$ cat src/rtl/iir_sos_ctrl.sv
// Controller for one clock-gated biquad section: two gated MAC edges per sample plus coefficient
// loads. Define IIR_SOS_CTRL_SHADOW_EN for double-buffered (shadow + commit) coefficient updates.
module iir_sos_ctrl #(
  parameter int unsigned COEFF_W = 17,
  parameter int unsigned SAMP_W  = 25
) (
  input  logic               c_clk,
  input  logic               nrst,
  input  logic               in_valid,
  input  logic [SAMP_W-1:0]  in_data,
  output logic               in_ready,
  input  logic               cfg_wr,
  input  logic [1:0]         cfg_addr,
  input  logic [COEFF_W-1:0] cfg_data,
  input  logic               cfg_commit,
  output logic               ce,
  output logic               mult_sel,
  output logic               c_we,
  output logic [1:0]         c_addr,
  output logic [COEFF_W-1:0] c_in,
  output logic [SAMP_W-1:0]  din,
  input  logic [SAMP_W-1:0]  sec_dout,
  output logic               out_valid,
  output logic [SAMP_W-1:0]  out_data,
  output logic               busy
);

  typedef enum logic [2:0] {
    StIdle,
    StMac0,
    StMac1,
    StLatch
`ifdef IIR_SOS_CTRL_SHADOW_EN
    ,
    StLoad0,
    StLoad1,
    StLoad2
`endif
  } state_e;

  state_e               state_q, state_d;
  logic                 accept;
  logic                 we_pre;
  logic                 ce_q, mult_sel_q, c_we_q;
  logic [1:0]           c_addr_q;
  logic [COEFF_W-1:0]   c_in_q;
  logic [SAMP_W-1:0]    din_q, out_data_q;
  logic                 out_valid_q;

`ifdef IIR_SOS_CTRL_SHADOW_EN
  logic               pend_q, pend_d;
  logic [COEFF_W-1:0] a0_q, a1_q, b_q;
  logic [COEFF_W-1:0] a0_d, a1_d, b_d;

  always_comb begin
    a0_d = a0_q;
    a1_d = a1_q;
    b_d  = b_q;
    if (cfg_wr) begin
      case (cfg_addr)
        2'd0:    a0_d = cfg_data;
        2'd1:    a1_d = cfg_data;
        2'd2:    b_d  = cfg_data;
        default: ;
      endcase
    end
  end

  // Pending is consumed on entry to LOAD0, so a commit during a load pass re-arms another pass.
  always_comb begin
    pend_d = pend_q;
    if ((state_q == StIdle) && pend_q) pend_d = 1'b0;
    if (cfg_commit) pend_d = 1'b1;
  end

  assign in_ready = (state_q == StIdle) && !pend_q;
  assign we_pre   = (state_q == StLoad0) || (state_q == StLoad1) || (state_q == StLoad2);
  assign busy     = (state_q != StIdle) || pend_q;

  // c_addr/c_in follow the next state and the next shadow value, so late host writes are sent.
  always_ff @(posedge c_clk or negedge nrst) begin
    if (!nrst) begin
      pend_q   <= 1'b0;
      a0_q     <= '0;
      a1_q     <= '0;
      b_q      <= '0;
      c_addr_q <= '0;
      c_in_q   <= '0;
    end else begin
      pend_q <= pend_d;
      a0_q   <= a0_d;
      a1_q   <= a1_d;
      b_q    <= b_d;
      case (state_d)
        StLoad0: begin c_addr_q <= 2'd0; c_in_q <= a0_d; end
        StLoad1: begin c_addr_q <= 2'd1; c_in_q <= a1_d; end
        StLoad2: begin c_addr_q <= 2'd2; c_in_q <= b_d;  end
        default: ;
      endcase
    end
  end
`else
  logic wr_go, wr_q, unused_commit;

  assign unused_commit = cfg_commit;
  assign wr_go    = cfg_wr && (state_q == StIdle) && (cfg_addr != 2'd3);
  assign in_ready = (state_q == StIdle) && !wr_q && !wr_go;
  assign we_pre   = wr_q;
  assign busy     = (state_q != StIdle);

  always_ff @(posedge c_clk or negedge nrst) begin
    if (!nrst) begin
      wr_q     <= 1'b0;
      c_addr_q <= '0;
      c_in_q   <= '0;
    end else begin
      wr_q <= wr_go;
      if (wr_go) begin
        c_addr_q <= cfg_addr;
        c_in_q   <= cfg_data;
      end
    end
  end
`endif

  assign accept = in_valid && in_ready;

  always_comb begin
    state_d = state_q;
    unique case (state_q)
      StIdle: begin
`ifdef IIR_SOS_CTRL_SHADOW_EN
        if (pend_q) state_d = StLoad0;
        else
`endif
        if (accept) state_d = StMac0;
      end
      StMac0:  state_d = StMac1;
      StMac1:  state_d = StLatch;
      StLatch: state_d = StIdle;
`ifdef IIR_SOS_CTRL_SHADOW_EN
      StLoad0: state_d = StLoad1;
      StLoad1: state_d = StLoad2;
      StLoad2: state_d = StIdle;
`endif
      default: state_d = StIdle;
    endcase
  end

  always_ff @(posedge c_clk or negedge nrst) begin
    if (!nrst) begin
      state_q     <= StIdle;
      din_q       <= '0;
      out_valid_q <= 1'b0;
      out_data_q  <= '0;
    end else begin
      state_q     <= state_d;
      out_valid_q <= (state_q == StLatch);
      if (accept) din_q <= in_data;
      if (state_q == StLatch) out_data_q <= sec_dout;
    end
  end

  // Falling-edge retiming keeps clk & ce glitch-free: enables change only while clk is low.
  always_ff @(negedge c_clk or negedge nrst) begin
    if (!nrst) begin
      ce_q       <= 1'b0;
      mult_sel_q <= 1'b0;
      c_we_q     <= 1'b0;
    end else begin
      ce_q       <= (state_q == StMac0) || (state_q == StMac1);
      mult_sel_q <= (state_q == StMac1);
      c_we_q     <= we_pre;
    end
  end

  assign ce        = ce_q;
  assign mult_sel  = mult_sel_q;
  assign c_we      = c_we_q;
  assign c_addr    = c_addr_q;
  assign c_in      = c_in_q;
  assign din       = din_q;
  assign out_valid = out_valid_q;
  assign out_data  = out_data_q;

endmodule
$ cat config.mk
export PLATFORM = sky130hd
export DESIGN_NAME = iir_sos_ctrl
export DESIGN_NICKNAME = d
export VERILOG_FILES = /design/src/rtl/iir_sos_ctrl.sv
export SDC_FILE = /design/constraint.sdc
export NUM_CORES = 1
export LEC_CHECK = 0
export ABC_CLOCK_PERIOD_IN_PS = 2000
export CORE_MARGIN = 1
export CORE_UTILIZATION = 39
export CTS_CLUSTER_SIZE = 20
export DETAILED_ROUTE_END_ITERATION = 10
export GPL_ROUTABILITY_DRIVEN = 0
export GPL_TIMING_DRIVEN = 0
export PLACE_DENSITY = 0.87
export SYNTH_ARGS = -nofsm -noshare
export SYNTH_HDL_FRONTEND = slang
export SYNTH_SLANG_ARGS = --single-unit
export TNS_END_PERCENT = 30
$ cat constraint.sdc
create_clock -name c_clk -period 2 [get_ports c_clk]
set_input_delay 0.2 -clock c_clk [delete_from_list [all_inputs] [get_ports c_clk]]
set_output_delay 0.2 -clock c_clk [all_outputs]
set_load 0.02 [all_outputs]
=== Yosys cells after proc, flatten, opt, wreduce, memory -nomap -nowiden ===
Cells that the tools add are included.

* Equality and inequality tests: 5
* Mux-type cells: 2
* Reduce and logical (&&, ||, !) cells: 10

{| class="wikitable"
|+ Operator list
! cell !! number
|-
| $pmux W3 S3 || 1
|-
| $eq A3 B2 Y1 const B || 2
|-
| $logic_and A1 B1 Y1 || 5
|-
| $ne A2 B2 Y1 const B || 2
|-
| $eq A3 B1 Y1 const B || 1
|-
| $logic_not A3 Y1 || 1
|-
| $mux W3 || 1
|-
| $reduce_bool A3 Y1 || 1
|-
| $logic_not A1 Y1 || 2
|-
| $logic_or A1 B1 Y1 || 1
|}

* Register bits after elaboration: 77
* Input bits: 74
* Word-level logic and storage cells: 27

=== Longest topological paths before layout ===
Gate-level depths: netlist of the first run.

* Depth after elaboration: 8
* Gate-level depth with buffers: 6

==> impl_metrics.yaml, run 1 <==
timing:
  rsz_0062_raised_after_global_routing: "true"
  finalHoldViolations: 0
  whs_ns: 0.2903
  maxSlewHeadroom: 0.7714
  final-max-slew-violation-count: 0
  worst_clock_skew_ns: 0.01176
  tightestPinTransition_ns: 0.3429
  post-route-worst-setup-slack_ns: -0.04151
  final-setup-viol-count: 3
pwr:
  p_per_area_nw_per_um2: 1710
  peakVddDrop_v: 0.0007268
  power_leakage_nw: 2.001
  design_power_total_mw: 8.147
place:
  placement.io_buffers: 147
  post-dp-hpwl_microns: 4736
synthesis:
  netlist_instances: 171
  ys_seq_elements: 76
  ys_seq_area_frac: 0.6592
  synth.yosys.warnings: 0
  synth.net_count: 248
  synthesis.area_sq_um: 2885
  synthDominantAreaCellType: "sky130_fd_sc_hd__dfrtp_1"
  area_contributors_post_synth: "sky130_fd_sc_hd__dfrtp_1, sky130_fd_sc_hd__mux2_2, sky130_fd_sc_hd__dfrtn_1, sky130_fd_sc_hd__ha_1, sky130_fd_sc_hd__buf_6"
  async_reset_ff_frac: 1.000
  synth.top_cell.area_share: 0.6331
  synth-edff-count: 0
  synth.avg_cell_area_sq_um: 16.87
  ys.flop_type: "sky130_fd_sc_hd__dfrtp_1"
  synthDistinctLibCells: 22
route:
  first_iter_violations: 16
  via_count_of_the_routed_design: 1989
  wirelength_microns: 6417
  drt_drc_violations_left: 0
  drt_via_density: 4.604
  route.detailed.wl_per_inst_microns: 14.85
  firstDrtPassIters: 2
  route.antenna.remaining_nets: 0
clock_tree:
  htreeDepth: 3
  cts_tree: "done"
  clock_insertion_delay_worst_skew_ns: 0.33
  cts_sinks: 76
  cts-root-to-sink-buffers: 2
  numCtsBuffers: 9
  clkSlewWorstSetupHoldPaths_ns: 0.07
  ctsRootBufferMaster: "sky130_fd_sc_hd__clkbuf_8"
setup_path:
  worstPathRequired_ns: 1.80
  setup.reg_to_reg.worst_slack_ns: 0.07
  rr_endpoint: "ce"
  criticalPathCategory: "flop to primary output"
  crit_path_start_kind: "flop"
  crit_arrival_ns: 1.84
  cpPeakStageDelay_ns: 0.40
  worstSetupPathDepth: 1
  worst-path-max-fanout: 1
  cpLargestDelayFamily: "flip-flops"
  cp_cell_sequence: "buf_6"
  worst_setup_path_end_kind: "primary output"
  timing.rr.start: "state_q[0]"
  reg2reg_depth: 2
  critical-path-slowest-cell: "sky130_fd_sc_hd__dfrtn_1"
  buffering_stage_count_on_the_worst_path_with_inverters_included: 1
floorplanning:
  core_sq_um: 6982
  die_x_microns: 88.01
  fp-row-count: 30
  die_area_sq_um: 7746
  die_h_microns: 88.01
  design.portCount: 149
  initial_core_util: 0.4133
status:
  run_status: "complete, but fails checks"
  failed_checks: "setup timing"
global_routing:
  grt_use_total: 0.1722
  grt_antenna_before_repair: 0
  grt_max_degree: 61
  grt.overflow.total: 0
  grt_pass1_wl_microns: 9915
  grt_util_met3: 0.06032
  grt_most_used_layer: "met2"
  met2_use_gr: 0.2882
  globalRouteMet1Util: 0.1961
  grt_pass1_vias: 2062
layout:
  syn_to_final_growth_pct: 65.13
  final_layout_size_suffix_gt1_frac: 0.3036
  num_antenna_cells: 0
  fin_nets: 409
hold_path:
  hp-class: "input port to async pin"
flow_run:
  maxCapViolations: 0
==> metrics by stage <==
stage / setup slack (ns) / cells / setup TNS [ns] / util / cell area (sq um)
after floorplan: 0.1480 / 171 / 0 / - / 2885
after global placement: -2.754 / 414 / -147.38 / 0.6412 / 4477
after detailed placement: -0.2401 / 415 / -0.7987 / 0.6448 / 4502
after CTS: -0.06291 / 432 / -0.1787 / 0.6821 / 4762
after global routing: -0.08728 / 432 / -0.2702 / 0.6824 / 4765
final: -0.04151 / 432 / -0.1203 / 0.6824 / 4765
==> state kept, by name, summed over array words and instances, names as in the netlist <==
signal / cells
mult_sel: 1
c_addr: 2
out_data: 25
state_q: 2
c_we: 1
we_pre: 1
out_valid: 1
ce: 1
din: 25
c_in: 17
==> cell families after synthesis <==
| group | count (synthesis) | synth area share |
|---|---|---|
| AOI/OAI and AO/OA | 5 | 0.01778 |
| adders and majority gates | 3 | 0.01301 |
| buffers and inverters | 9 | 0.02125 |
| DFF | 76 | 0.6591 |
| muxes | 68 | 0.2654 |
| and+or+nand+nor | 10 | 0.02342 |
==> report_power, final <==
part | switching (mW) | internal, mW
clock network | 0.529 | 0.852
registers | 0.384 | 2.32
logic | 1.83 | 2.23
total | 2.74 | 5.41
==> cell usage in the layout (no fill, tap or decap) <==
cell type,count
sky130_fd_sc_hd__clkinv_2,2
sky130_fd_sc_hd__nand3b_1,1
sky130_fd_sc_hd__o22ai_1,1
sky130_fd_sc_hd__dlygate4sd3_1,1
sky130_fd_sc_hd__clkdlybuf4s50_1,141
sky130_fd_sc_hd__nor2b_1,1
sky130_fd_sc_hd__dlygate4sd2_1,1
sky130_fd_sc_hd__inv_1,2
sky130_fd_sc_hd__buf_6,5
sky130_fd_sc_hd__o31a_1,1
sky130_fd_sc_hd__clkbuf_8,11
sky130_fd_sc_hd__a21oi_4,1
sky130_fd_sc_hd__buf_2,2
sky130_fd_sc_hd__clkbuf_1,1
sky130_fd_sc_hd__buf_16,1
sky130_fd_sc_hd__inv_2,1
sky130_fd_sc_hd__ha_1,3
sky130_fd_sc_hd__o22a_2,2
sky130_fd_sc_hd__mux2_2,67
sky130_fd_sc_hd__nor3_1,1
sky130_fd_sc_hd__dfrtp_1,73
sky130_fd_sc_hd__and2_2,1
sky130_fd_sc_hd__nor2_1,2
sky130_fd_sc_hd__nand2_1,1
sky130_fd_sc_hd__nand2_4,1
sky130_fd_sc_hd__nor2_8,1
sky130_fd_sc_hd__buf_4,3
sky130_fd_sc_hd__dfrtn_1,3
sky130_fd_sc_hd__mux2_1,1
sky130_fd_sc_hd__bufinv_16,3
sky130_fd_sc_hd__or2_2,1
==> routing by layer <==
| layer | part of all wire | up-vias |
|---|---|---|
| met2 | 0.49 | 86 |
| met1 | 0.41 | 972 |
| met3 | 0.086 | 11 |
| li1 | - | 920 |
| met5 | 0 | - |
| met4 | 0.015 | 0 |
==> worst max path at each step <==
stage                     startpoint  endpoint
final                           c_we      c_we
after global routing              ce        ce
after CTS                       c_we      c_we
after detailed placement      cfg_wr  in_ready
after global placement          nrst      c_we
after floorplan           state_q[0]        ce
==> synthesized netlist by cell type, types with 2 or more instances <==
cell type / number
sky130_fd_sc_hd__nor2_1: 2
sky130_fd_sc_hd__mux2_2: 67
sky130_fd_sc_hd__buf_2: 2
sky130_fd_sc_hd__o22a_2: 2
sky130_fd_sc_hd__inv_1: 3
sky130_fd_sc_hd__dfrtp_1: 73
sky130_fd_sc_hd__buf_6: 2
sky130_fd_sc_hd__nand2_1: 2
sky130_fd_sc_hd__dfrtn_1: 3
sky130_fd_sc_hd__ha_1: 3
==> area by class of cell <==
type / count / area, sq um
flip-flops and latches: 76 / 1902
repair buffers: 150 / 1514
inverters: 3 / 11.26
multi-input cells: 86 / 929.6
plain buffers: 6 / 50.05
fillers: 523 / 2217
well taps: 96 / 120.1
clock buffers: 10 / 137.6
clock inverters: 5 / 100.1
==> timing repair <==
item / CTS / global route
hold buffers: 1 / 0
endpoints found under the setup margin: 5 / 5
setup buffers: 1 / 0
resized for setup: 26 / 2
pin swaps: 1 / 0
endpoints found under the hold margin: 16 / 0
(Power assumes the default switching activity.)
==> run 2: changes to the inputs <==
--- a/config.mk
+++ b/config.mk
@@ -6,13 +6,12 @@
 export NUM_CORES = 1
 export LEC_CHECK = 0
 export ABC_CLOCK_PERIOD_IN_PS = 2000
-export CORE_MARGIN = 1
 export CORE_UTILIZATION = 39
 export CTS_CLUSTER_SIZE = 20
 export DETAILED_ROUTE_END_ITERATION = 10
 export GPL_ROUTABILITY_DRIVEN = 0
-export GPL_TIMING_DRIVEN = 0
 export PLACE_DENSITY = 0.87
+export REMOVE_ABC_BUFFERS = 1
 export SYNTH_ARGS = -nofsm -noshare
 export SYNTH_HDL_FRONTEND = slang
 export SYNTH_SLANG_ARGS = --single-unit
==> run 2 against run 1 <==
  * The run still ends with setup timing left
  * Utilization is essentially flat
  * Routed wire length rose by 2.7%
  * Die area unchanged
  * Worst setup slack worse by 0.022 ns
  * Highest routed layer unchanged
  * Clock power is 11% higher
==> impl_metrics.yaml, run 2 (same netlist as run 1, synthesis figures left out) <==
global_routing:
  grt_use_total: 0.1765
  grt_antenna_before_repair: 0
  grt_pass1_vias: 2103
  grt_max_degree: 35
  grt_pass1_wl_microns: 10070
  grt.overflow.total: 0
route:
  drt_drc_violations_left: 0
  dr.max_layer_used: "met4"
  route.detailed.wl_per_inst_microns: 15.25
  met3_layer_wire_length_in_the_routed_design_microns: 612
  routedLengthMet1_microns: 2592
  via_count_of_the_routed_design: 2019
  firstDrtPassIters: 4
  wirelength_microns: 6590
  first_iter_violations: 38
  route.antenna.remaining_nets: 0
  wl_met2_microns: 3319
  drt_via_density: 4.674
place:
  placement.io_buffers: 147
  post-dp-hpwl_microns: 4917
  dpl-instance-area_sq_um: 4489
layout:
  fin_nets: 408
  syn_to_final_growth_pct: 65.05
  finalCoreUtilization: 0.6821
  mostFrequentLayoutCell: "sky130_fd_sc_hd__clkdlybuf4s50_1"
  layout.cell_area.non_filler_sq_um: 4762
  fillCellCount: 514
  final_layout_size_suffix_gt1_frac: 0.2946
  layout.cells.most_common_list: "sky130_fd_sc_hd__clkdlybuf4s50_1, sky130_fd_sc_hd__dfrtp_1, sky130_fd_sc_hd__mux2_2"
  num_antenna_cells: 0
timing:
  final-max-slew-violation-count: 0
  final.setup.tns_ns: -0.1608
  tightestPinTransition_ns: 0.4252
  maxSlewHeadroom: 0.7165
  post-route-worst-setup-slack_ns: -0.06304
  whs_ns: 0.2880
  worst_clock_skew_ns: 0.01409
  final-setup-viol-count: 3
  rsz_0062_raised_after_global_routing: "true"
  finalHoldViolations: 0
setup_path:
  cpLargestDelayFamily: "flip-flops"
  crit_path_start_kind: "flop"
  setup.reg_to_reg.worst_slack_ns: 0.09
  worst-path-max-fanout: 1
  reg2reg_depth: 2
  cp_cell_sequence: "buf_6"
  cpPeakStageDelay_ns: 0.42
  worstPathRequired_ns: 1.80
  crit_arrival_ns: 1.86
  timing.rr.start: "state_q[0]"
  rr_endpoint: "ce"
  worst_setup_path_end_kind: "primary output"
  buffering_stage_count_on_the_worst_path_with_inverters_included: 1
  critical-path-slowest-cell: "sky130_fd_sc_hd__dfrtn_1"
  criticalPathCategory: "flop to primary output"
pwr:
  p_per_area_nw_per_um2: 1734
  power_leakage_nw: 1.994
  peakVddDrop_v: 0.0009668
  design_power_total_mw: 8.259
floorplanning:
  design.portCount: 149
  die_x_microns: 88.01
  fp-row-count: 30
  die_area_sq_um: 7746
  core_sq_um: 6982
  die_h_microns: 88.01
  initial_core_util: 0.4133
clock_tree:
  cts_tree: "done"
  ctsRootBufferMaster: "sky130_fd_sc_hd__clkbuf_8"
  clkSlewWorstSetupHoldPaths_ns: 0.08
  clock_insertion_delay_worst_skew_ns: 0.34
  numCtsBuffers: 9
  htreeDepth: 3
  cts-root-to-sink-buffers: 2
  cts.repair_timing.setup_buffer_count: 0
  cts_sinks: 76
flow_run:
  maxCapViolations: 0
hold_path:
  hp-class: "input port to async pin"
status:
  run_status: "complete, but fails checks"
  failed_checks: "setup timing"
## run 2: repair_timing
action / CTS / global route
hold buffers: 1 / 0
endpoints found under the setup margin: 5 / 4
resized for setup: 18 / 5
cloned: 0 / 0
endpoints found under the hold margin: 18 / 0
## run 2: through the flow
| stage | std cells | worst slack [ns] |
|---|---|---|
| CTS | 432 | -0.08107 |
| global placement | 415 | -0.1669 |
| finish | 432 | -0.06304 |
| global route | 432 | -0.09518 |
| floorplan | 165 | 0.1480 |
| detailed placement | 415 | -0.1954 |
## run 2: worst max-delay path by stage
stage,endpoint,cells after the start,start,slack (ns)
floorplan,ce,2,state_q[0],0.15
global route,ce,1,ce,-0.1
finish,ce,1,ce,-0.06
CTS,c_we,1,c_we,-0.08
detailed placement,c_we,1,c_we,-0.20
global placement,ce,1,ce,-0.17
## run 2: layout make-up
type | instances | area (sq um) | area share
clock inverters | 4 | 120.1 | 0.02522
inverters | 3 | 11.26 | 0.002365
well taps | 96 | 120.1 | 0.02522
repair buffers | 155 | 1541 | 0.3237
flip-flops and latches | 76 | 1902 | 0.3994
clock buffers | 12 | 145.1 | 0.03048
multi-input cells | 86 | 922.1 | 0.1936
## run 2: where the power goes
group / internal [mW] / switching [mW] / leakage [nW]
clock: 0.991 / 0.538 / 0.131
combinational: 2.21 / 1.82 / 0.957
sequential: 2.32 / 0.382 / 0.906
total: 5.52 / 2.74 / 1.99
## run 2: per-layer routing
layer | up-vias | global-route usage
li1 | 922 | -
met1 | 997 | 0.2017
met2 | 93 | 0.2981
met3 | 7 | 0.07446
met4 | 0 | 0.06158
met5 | - | 0
